File: src/rtl/aes_subbytes_seq.sv
// AES SubBytes sequencer: captures a 128-bit state, pushes it through NUM_SBOX
// shared S-boxes one byte group per cycle, then holds the result on a valid/ready port.

module aes_sbox_usuba (
  input  logic [7:0] a_i,
  output logic [7:0] y_o
);

  function automatic logic [7:0] gmul(input logic [7:0] a, input logic [7:0] b);
    logic [7:0] p;
    logic [7:0] aa;
    p  = '0;
    aa = a;
    for (int unsigned i = 0; i < 8; i++) begin
      if (b[i]) p = p ^ aa;
      aa = {aa[6:0], 1'b0} ^ (aa[7] ? 8'h1b : 8'h00);
    end
    return p;
  endfunction

  logic [7:0] sq;
  logic [7:0] inv;

  // Multiplicative inverse as x^254 (maps 0 to 0), then the affine transform.
  always_comb begin
    sq  = gmul(a_i, a_i);
    inv = sq;
    for (int unsigned i = 0; i < 6; i++) begin
      sq  = gmul(sq, sq);
      inv = gmul(inv, sq);
    end
    y_o = inv ^ {inv[6:0], inv[7]} ^ {inv[5:0], inv[7:6]}
              ^ {inv[4:0], inv[7:5]} ^ {inv[3:0], inv[7:4]} ^ 8'h63;
  end

endmodule

module aes_subbytes_seq #(
  parameter int unsigned NUM_SBOX = 4,
  localparam int unsigned PASSES  = 16 / NUM_SBOX,
  localparam int unsigned CNT_W   = (PASSES > 1) ? $clog2(PASSES) : 1
) (
  input  logic             clk,
  input  logic             rst_n,
  input  logic             in_valid,
  output logic             in_ready,
  input  logic [127:0]     in_state,
  output logic             out_valid,
  input  logic             out_ready,
  output logic [127:0]     out_state,
  output logic             busy,
  output logic [CNT_W-1:0] pass_idx
);

  localparam int unsigned GW     = 8 * NUM_SBOX;
  localparam int unsigned LOG_GW = 3 + $clog2(NUM_SBOX);
  localparam logic [CNT_W-1:0] LAST = CNT_W'(PASSES - 1);

  if (NUM_SBOX != 1 && NUM_SBOX != 2 && NUM_SBOX != 4 &&
      NUM_SBOX != 8 && NUM_SBOX != 16) begin : g_bad_num_sbox
    $error("aes_subbytes_seq: NUM_SBOX must be 1, 2, 4, 8 or 16");
  end

  typedef enum logic [1:0] {
    IDLE,
    RUN,
    DONE
  } state_e;

  state_e           state_q;
  logic [127:0]     cap_q;
  logic [127:0]     out_q;
  logic [CNT_W-1:0] pass_q;
  logic             in_ready_q;
  logic             out_valid_q;
  logic             busy_q;

  logic [6:0]       base;
  logic [GW-1:0]    grp_in;
  logic [GW-1:0]    grp_out;

  assign base   = 7'(pass_q) << LOG_GW;
  assign grp_in = cap_q[base +: GW];

  for (genvar j = 0; j < NUM_SBOX; j++) begin : g_sbox
    aes_sbox_usuba u_sbox (
      .a_i (grp_in[8*j +: 8]),
      .y_o (grp_out[8*j +: 8])
    );
  end

  always_ff @(posedge clk) begin
    if (!rst_n) begin
      state_q     <= IDLE;
      cap_q       <= '0;
      out_q       <= '0;
      pass_q      <= '0;
      in_ready_q  <= 1'b1;
      out_valid_q <= 1'b0;
      busy_q      <= 1'b0;
    end else begin
      case (state_q)
        IDLE: begin
          if (in_valid) begin
            cap_q      <= in_state;
            pass_q     <= '0;
            state_q    <= RUN;
            in_ready_q <= 1'b0;
            busy_q     <= 1'b1;
          end
        end
        RUN: begin
          out_q[base +: GW] <= grp_out;
          if (pass_q == LAST) begin
            pass_q      <= '0;
            state_q     <= DONE;
            out_valid_q <= 1'b1;
          end else begin
            pass_q <= pass_q + CNT_W'(1);
          end
        end
        DONE: begin
          // in_ready rises only after the consume edge, never in the same cycle.
          if (out_ready) begin
            state_q     <= IDLE;
            out_valid_q <= 1'b0;
            busy_q      <= 1'b0;
            in_ready_q  <= 1'b1;
          end
        end
        default: state_q <= IDLE;
      endcase
    end
  end

  assign in_ready  = in_ready_q;
  assign out_valid = out_valid_q;
  assign busy      = busy_q;
  assign out_state = out_q;
  assign pass_idx  = pass_q;

endmodule

File: config.mk
export PLATFORM = sky130hd
export DESIGN_NAME = aes_subbytes_seq
export DESIGN_NICKNAME = d
export VERILOG_FILES = /design/src/rtl/aes_subbytes_seq.sv
export SDC_FILE = /design/constraint.sdc
export NUM_CORES = 2
export LEC_CHECK = 0
export BUFFER_PORTS_ARGS = -buffer_cell sky130_fd_sc_hd__buf_2
export CORE_ASPECT_RATIO = 1.2
export CORE_UTILIZATION = 55
export CTS_CLUSTER_SIZE = 12
export DETAILED_ROUTE_END_ITERATION = 7
export GPL_TIMING_DRIVEN = 1
export PLACE_DENSITY = 0.75
export SLEW_MARGIN = 20
export SYNTH_ARGS = -nofsm -noshare
export SYNTH_HDL_FRONTEND = slang
export SYNTH_HIERARCHICAL = 1
export SYNTH_SLANG_ARGS = --single-unit
File: constraint.sdc
create_clock -name clk -period 34.1 [get_ports clk]
set_input_delay 3.41 -clock clk [delete_from_list [all_inputs] [get_ports clk]]
set_output_delay 3.41 -clock clk [all_outputs]
set_load 0.05 [all_outputs]
# [Word-level counts from Yosys, hierarchy flattened]
# Cells that the tools add are included.
[totals] ff_bits=263
[classes] n_shift=3 reduce_logical=9 eq_ne=6 n_bitwise=720 n_mux=768 add_sub_neg=2
[op_table] cell="bitwise XOR 8 bit" count=715
[op_table] cell="2-to-1 mux 8 bit" count=416
[op_table] cell="2-to-1 mux 5 bit" count=336
[op_table] cell="bitwise mux 128 bit" count=1
[op_table] cell="variable shift 32 x 9 -> 128 bit, first input constant" count=1
[op_table] cell="variable part select 128 x 8 -> 32 bit" count=1
[op_table] cell="variable part select 32 x 9 -> 128 bit" count=1
[op_table] cell="NOT 4 bit" count=4
[op_table] cell="2-to-1 mux 2 bit" count=5
[op_table] cell="negation 7 -> 9 bit" count=1
[op_table] cell="AND reduction 3 bit" count=3
[op_table] cell="bitwise XOR 8 x 5 -> 8 bit" count=1
[op_table] cell="!= test 2 bit, second input constant" count=3
[op_table] cell="one-hot mux 1 bit (2 select lines)" count=3
[op_table] cell="one-hot mux 2 bit (3 select lines)" count=1
[op_table] cell="nonzero test 2 bit" count=3
[op_table] cell="2-to-1 mux 1 bit" count=5
[op_table] cell="equality test 2 bit, second input constant" count=2
[op_table] cell="one-hot mux 2 bit (2 select lines)" count=1
[op_table] cell="AND reduction 2 bit" count=2
[op_table] cell="adder 2 x 1 -> 2 bit, second input constant" count=1
[op_table] cell="equality test 2 x 1 -> 1 bit, second input constant" count=1
[op_table] cell="logical NOT 2 bit" count=1

# [Longest topological paths before layout]
[depth] word_depth=135 mapped_depth=64

# [Cells and area by module]
# The synthesis kept the hierarchy.
[modules_own_cells] module="aes_sbox_usuba" seq_area_each_um2=0.0 n_inst=4 area_per_inst_um2=15220.8 cells_each=1942
[modules_own_cells] module="aes_subbytes_seq" seq_area_each_um2=5265.0 n_inst=1 area_per_inst_um2=10015.9 cells_each=995

# [Worst setup path after synthesis]
# OpenSTA, ideal clock, no wires.
[synth_timing] path_kind="register to register" start="register pass_q[0], in the netlist pass_idx[0]" end="register out_q[40], in the netlist out_state[40]" arrival_ps=16054 stages_incl_launch_ff=61 period_less_slack_ps=16120 t_required_ps=34034 setup_slack_ps=17980 setup_time_ps=66 cell_sequence="dfxtp_1 buf_4 buf_2 mux4_2 ha_1 nand2_1 xor2_1 inv_2 buf_1 clkbuf_1 ha_1 buf_1 nand2_1 xor2_1 xnor2_1 clkinv_1 buf_1 ha_1 [... 25 more ...] mux2_2 a32oi_1 nand3_1 a311o_1 o211a_1 a21oi_1 xnor2_4 inv_2 xnor2_2 xor2_2 nor2_1 xnor3_1 xnor2_1 xnor3_1 xnor3_1 xnor2_1 a32oi_1 nor2b_1"
[synth_between] elab_chain_len=132
[synth_lines] element="start: declaration" line="73" rtl="logic [CNT_W-1:0] pass_q;"
[synth_lines] element="start signal: assignment" line="119" rtl="pass_q <= pass_q + CNT_W'(1);"
[synth_lines] element="variable part select 128 x 8 -> 32 bit *" line="83" rtl="assign grp_in = cap_q[base +: GW];"
[synth_lines] element="via grp_in[8]" line="79" rtl="logic [GW-1:0] grp_in;"
[synth_lines] element="2-to-1 mux 8 bit" line="15" rtl="if (b[i]) p = p ^ aa;"
[synth_lines] element="bitwise XOR 8 bit" line="15"
[synth_lines] element="2-to-1 mux 8 bit" line="15"
[synth_lines] element="bitwise XOR 8 bit" line="15"
[synth_lines] element="2-to-1 mux 8 bit" line="15"
[synth_lines] element="bitwise XOR 8 bit" line="15"
[synth_lines] element="[... 117 more ...]"
[synth_lines] element="2-to-1 mux 8 bit *" line="15"
[synth_lines] element="bitwise XOR 8 bit (2 in series)" line="32" rtl="y_o = inv ^ {inv[6:0], inv[7]} ^ {inv[5:0], inv[7:6]}"
[synth_lines] element="bitwise XOR 8 bit" line="33" rtl="^ {inv[4:0], inv[7:5]} ^ {inv[3:0], inv[7:4]} ^ 8'h63;"
[synth_lines] element="bitwise XOR 8 bit *" line="33"
[synth_lines] element="NOT 4 bit (no line) *"
[synth_lines] element="via grp_out[8]" line="80" rtl="logic [GW-1:0] grp_out;"
[synth_lines] element="variable part select 32 x 9 -> 128 bit *" line="113" rtl="out_q[base +: GW] <= grp_out;"
[synth_lines] element="bitwise mux 128 bit *" line="113"
[synth_lines] element="end signal: indexed assignment" line="113"
[synth_lines] element="end: declaration" line="72" rtl="logic [127:0] out_q;"
# Mark *: on every way through the listed nets, which the timed path passes. The rest lies on a longest branch.
# A chain may end at the register's enable or synchronous reset.

# [Worst setup path after layout]
[layout_timing] start="register pass_q[0], in the netlist pass_idx[0]" end="register out_q[56], in the netlist out_state[56]"
[layout_between] elab_chain_len=132
[layout_lines] element="variable part select 128 x 8 -> 32 bit *" line="83"
[layout_lines] element="via grp_in[31]" line="79"
[layout_lines] element="2-to-1 mux 5 bit / 2-to-1 mux 8 bit (equally long branches)" line="16, 15"
[layout_lines] element="bitwise XOR 8 bit (on tied branches)" line="16, 15"
[layout_lines] element="bitwise XOR 8 bit / 2-to-1 mux 8 bit (equally long branches)" line="15"
[layout_lines] element="2-to-1 mux 8 bit / bitwise XOR 8 bit (equally long branches)" line="15"
[layout_lines] element="bitwise XOR 8 bit / 2-to-1 mux 8 bit (equally long branches)" line="15"
[layout_lines] element="2-to-1 mux 8 bit / bitwise XOR 8 bit (equally long branches)" line="15"
[layout_lines] element="[... 117 more ...]"
[layout_lines] element="2-to-1 mux 8 bit *" line="15"
[layout_lines] element="bitwise XOR 8 bit (2 in series)" line="32"
[layout_lines] element="bitwise XOR 8 bit" line="33"
[layout_lines] element="bitwise XOR 8 bit *" line="33"
[layout_lines] element="NOT 4 bit (no line) *"
[layout_lines] element="via grp_out[24]" line="80"
[layout_lines] element="variable part select 32 x 9 -> 128 bit *" line="113"
[layout_lines] element="bitwise mux 128 bit *" line="113"
# Marked as above.

==> run summary <==
The run finished with clean final reports. The run gives 152,000 um as the HPWL after detailed placement. The primary flip-flop cell chosen by synthesis mapping is sky130_fd_sc_hd__dfxtp_1.

Final hold analysis gives a worst-case slack of 0.451 ns. Number of buffers created by CTS: 28. The worst pin sits at a relative slew slack of 23.0%. The average cell area after synthesis is 8.09 um2. For the via count of the first global-routing pass, the log shows 61,300.

The min-delay analysis places its worst path in the category register to register. The final layout contains routed wiring with a total length of 210,000 um. Entering global routing, the biggest net connects 120 pins.

During synthesis, Yosys emitted a total of 6 warnings. Synthesis-to-finish area growth: 4.79%. The core utilization of the finished layout is 58.4%, and the die extent in x is 330 um. The largest incremental delay on the critical path was 0.88 ns. Port buffering added 264 buffers. For the pin with the worst max-slew slack, the measured transition is 1.15 ns. CTS placed an instance of sky130_fd_sc_hd__clkbuf_16 at the clock tree root. The run gives 0 as the number of failing hold endpoints at the final stage. TritonCTS built the clock tree. The timing-limited maximum frequency was 0.0509 GHz. Setup repair after global routing left no endpoint under its margin. Clock period minus final worst setup slack: 19.64 ns. By instance count, the cell type seen most on the critical path is sky130_fd_sc_hd__xnor3_1.

The tools report the count of different cell masters after synthesis as 121. The synthesized netlist occupies a cell area of 0.0709 mm2. For this block, the initial DRC count from the detailed router was 6,579. The logs give 1 for the deepest level of the CTS H-tree and 0 for the quantity of gates resized following cts.

Family with the most delay on the worst path: XOR/XNOR gates. For this design, the CTS-stage hold fixing added 0 buffers. In this run the most critical hold path is launched from cap_q[80]$_SDFFE_PN0P_. The count of flip-flops with a built-in enable after synthesis was 0; the number of synthesized register bits was 263. The final-layout setup total negative slack was 0 ns. The worst setup path is captured at a register.

The global placement routability congestion was 0.949. The slowest stage of the critical path belongs to the cell sky130_fd_sc_hd__mux4_2. The floorplan step defined a die boundary enclosing 0.130 mm2. The first global-routing pass estimated 334,000 um of wire. The per-cell via count in the routed design came out at 6.26. For the count of antenna-violating nets left after detailed routing, the log shows 0.

All-layer global routing usage: 31.0%. The post-detailed-route wirelength per cell is 20.3 um. Summing over every cut layer, the via total after detailed routing is 64,700. The tools report the number of DRC violations after detailed routing as 0.

The worst-case clock skew is 0.0297 ns, and the initial cell density of the core is 55.7%. Number of instances in the synthesized netlist: 8,763. 265 I/O pins were placed.

For this run the aggregate overflow at the end of global routing stands at 0. Max-cap violations in this run came to 0. The floorplan has 143 rows. The clock passes through at most 3 buffers. Clock-pin slew was measured on the worst setup and hold paths at 0.06 ns.

For this design, the sink count on the clock tree is 263. Buffers added to address setup during post-CTS repair amount to 0. At the later pin of the worst-skew pair, clock insertion delay measures 0.62 ns.

The launch point of the worst reg-to-reg path was pass_idx[0]$_SDFFE_PN0P_. Number of slew-limit violations in the final report: 0. After synthesis, flip-flops and latches occupy 7.43% of the total area.

When the netlist entered floorplanning its net count stood at 8,928. The count of buffering cells on the critical path with inverters included is 4, and the initial antenna violation count is 7. In this run the worst path has a maximum fanout of 25.

The type of the worst setup path is register to register. Of the available clock period, the critical path in the final layout requires 57.6%. Area of the core region: 0.127 mm2. The element type at the critical path start was a register.

The share of cells above drive strength 1 is 13.8%, and the final layout net count is 8,825. The floorplan step set the die height to 395 um. The first detailed-routing pass ran for 6 iterations. Counting flops with an async set or reset pin after synthesis yields a share of 0%. The tools report the worst endpoint data arrival time as 20.16 ns. The critical path starts at pass_idx[0]$_SDFFE_PN0P_. The tools report the required arrival time at the worst endpoint as 34.62 ns. Setup violations remaining at the end of the flow were counted as 0.
==> Yosys cell counts, drive strengths merged, types with 32 or more instances <==
master     n  share of area (%)
xnor2   1612                 23
nor2    1107                6.0
nand2   1077                5.7
xor2     420                6.1
xnor3    400                 13
o21ai    321                2.3
a21oi    315                2.3
buf      313                2.7
clkbuf   311                1.6
dfxtp    263                7.4
mux2i    240                3.5
nor3     220                1.7
nand3    204                1.4
a21boi   139                1.5
o22ai    112                1.0
nor2b     99               0.89
nand2b    98               0.86
a22oi     79               0.89
inv       79               0.42
a22o      72               0.89
a31oi     68               0.64
and2      61               0.55
a211oi    60               0.64
xor3      60                2.0
nand4     56               0.49
nor4      56               0.56
a32oi     52               0.64
mux2      52               0.83
o211ai    48               0.54
o31ai     48               0.51
or3       44               0.39
o21a      40               0.42
and3      33               0.32
ha        33               0.58
a32o      32               0.45
mux4      32                1.0
==> flip-flops by register name, summed over array words and instances (netlist names) <==
name,count
cap_q,128
out_state,128
pass_idx,2
state_q,2
busy,1
in_ready,1
out_valid,1
==> kinds of logic after synthesis <==
family	after synthesis	synth area share [%]
adders and majority gates	37	0.639
and+or+nand+nor	3191	20.4
AOI/OAI and AO/OA	1745	17.6
buffers and inverters	711	4.77
muxes	324	5.37
DFF	263	7.43
xor gates and xnor gates	2492	43.9
==> path summary, 6_finish.rpt <==
kind / endpoint / slack (ns) / cells past startpoint
worst max-delay path: out_state[56]$_SDFFE_PN0P_ / 14.46 / 52
worst min register to register: cap_q[80]$_SDFFE_PN0P_ / 0.45 / 2
worst max register to register: out_state[56]$_SDFFE_PN0P_ / 14.46 / 52
worst min-delay path: cap_q[80]$_SDFFE_PN0P_ / 0.45 / 2
==> worst min-delay path, stage by stage, from the launching register on <==
cell                       delay [ns]
sky130_fd_sc_hd__dfxtp_1         0.30
sky130_fd_sc_hd__nand2_1         0.05
sky130_fd_sc_hd__a21boi_1        0.05
==> stage by stage <==
| step | cell area [um2] | instances | setup slack (ns) |
|---|---|---|---|
| floorplan | 70900 | 8763 | 17.98 |
| global placement | 73400 | 10300 | 15.07 |
| detailed placement | 73400 | 10300 | 14.65 |
| CTS | 74300 | 10300 | 14.61 |
| global route | 74300 | 10300 | 13.37 |
| finish | 74300 | 10300 | 14.46 |
==> final cells by class <==
type / instances / area [um2]
Multi-Input combinational cell: 7789 / 62700
Fill cell: 11300 / 52900
Sequential cell: 263 / 5270
Timing Repair Buffer: 491 / 3030
Tap cell: 1667 / 2090
Clock buffer: 33 / 759
Inverter: 87 / 327
Clock inverter: 6 / 76.3
Antenna cell: 3 / 7.51
==> layout by cell type (no fill, tap or decap), types with 51 or more instances in the layout <==
master                     instances
sky130_fd_sc_hd__nor2b_1          94
sky130_fd_sc_hd__o21ai_0         237
sky130_fd_sc_hd__o22ai_1         108
sky130_fd_sc_hd__a21boi_1        124
sky130_fd_sc_hd__o21ai_1          80
sky130_fd_sc_hd__a32oi_1          52
sky130_fd_sc_hd__a21oi_1         307
sky130_fd_sc_hd__dfxtp_1         261
sky130_fd_sc_hd__xor3_1           52
sky130_fd_sc_hd__nand4_1          56
sky130_fd_sc_hd__buf_2           263
sky130_fd_sc_hd__and2_1           53
sky130_fd_sc_hd__xor2_1          347
sky130_fd_sc_hd__inv_1            51
sky130_fd_sc_hd__nand2b_1         98
sky130_fd_sc_hd__mux2i_1         232
sky130_fd_sc_hd__a31oi_1          64
sky130_fd_sc_hd__xor2_2           57
sky130_fd_sc_hd__a22oi_1          71
sky130_fd_sc_hd__xnor2_1        1343
sky130_fd_sc_hd__buf_4           227
sky130_fd_sc_hd__nor3_1          208
sky130_fd_sc_hd__a22o_1           72
sky130_fd_sc_hd__nor2_1         1078
sky130_fd_sc_hd__nand3_1         204
sky130_fd_sc_hd__nand2_1        1073
sky130_fd_sc_hd__xnor2_2         225
sky130_fd_sc_hd__a211oi_1         60
sky130_fd_sc_hd__xnor3_1         356
==> routing by layer <==
layer  up-vias  wire, um  part of all wire (%)  track usage, %
met3       494     15700                   7.5            3.60
li1      30300         -                     -               -
met1     31000     86900                    41            40.8
met2      2857     98400                    47            51.4
met5         -        14                0.0067               0
met4         2      8740                   4.2            12.3
Power is left out: the tool's default activity adds up to more than one toggle a clock period on the data nets, which glitch-free logic cannot reach.
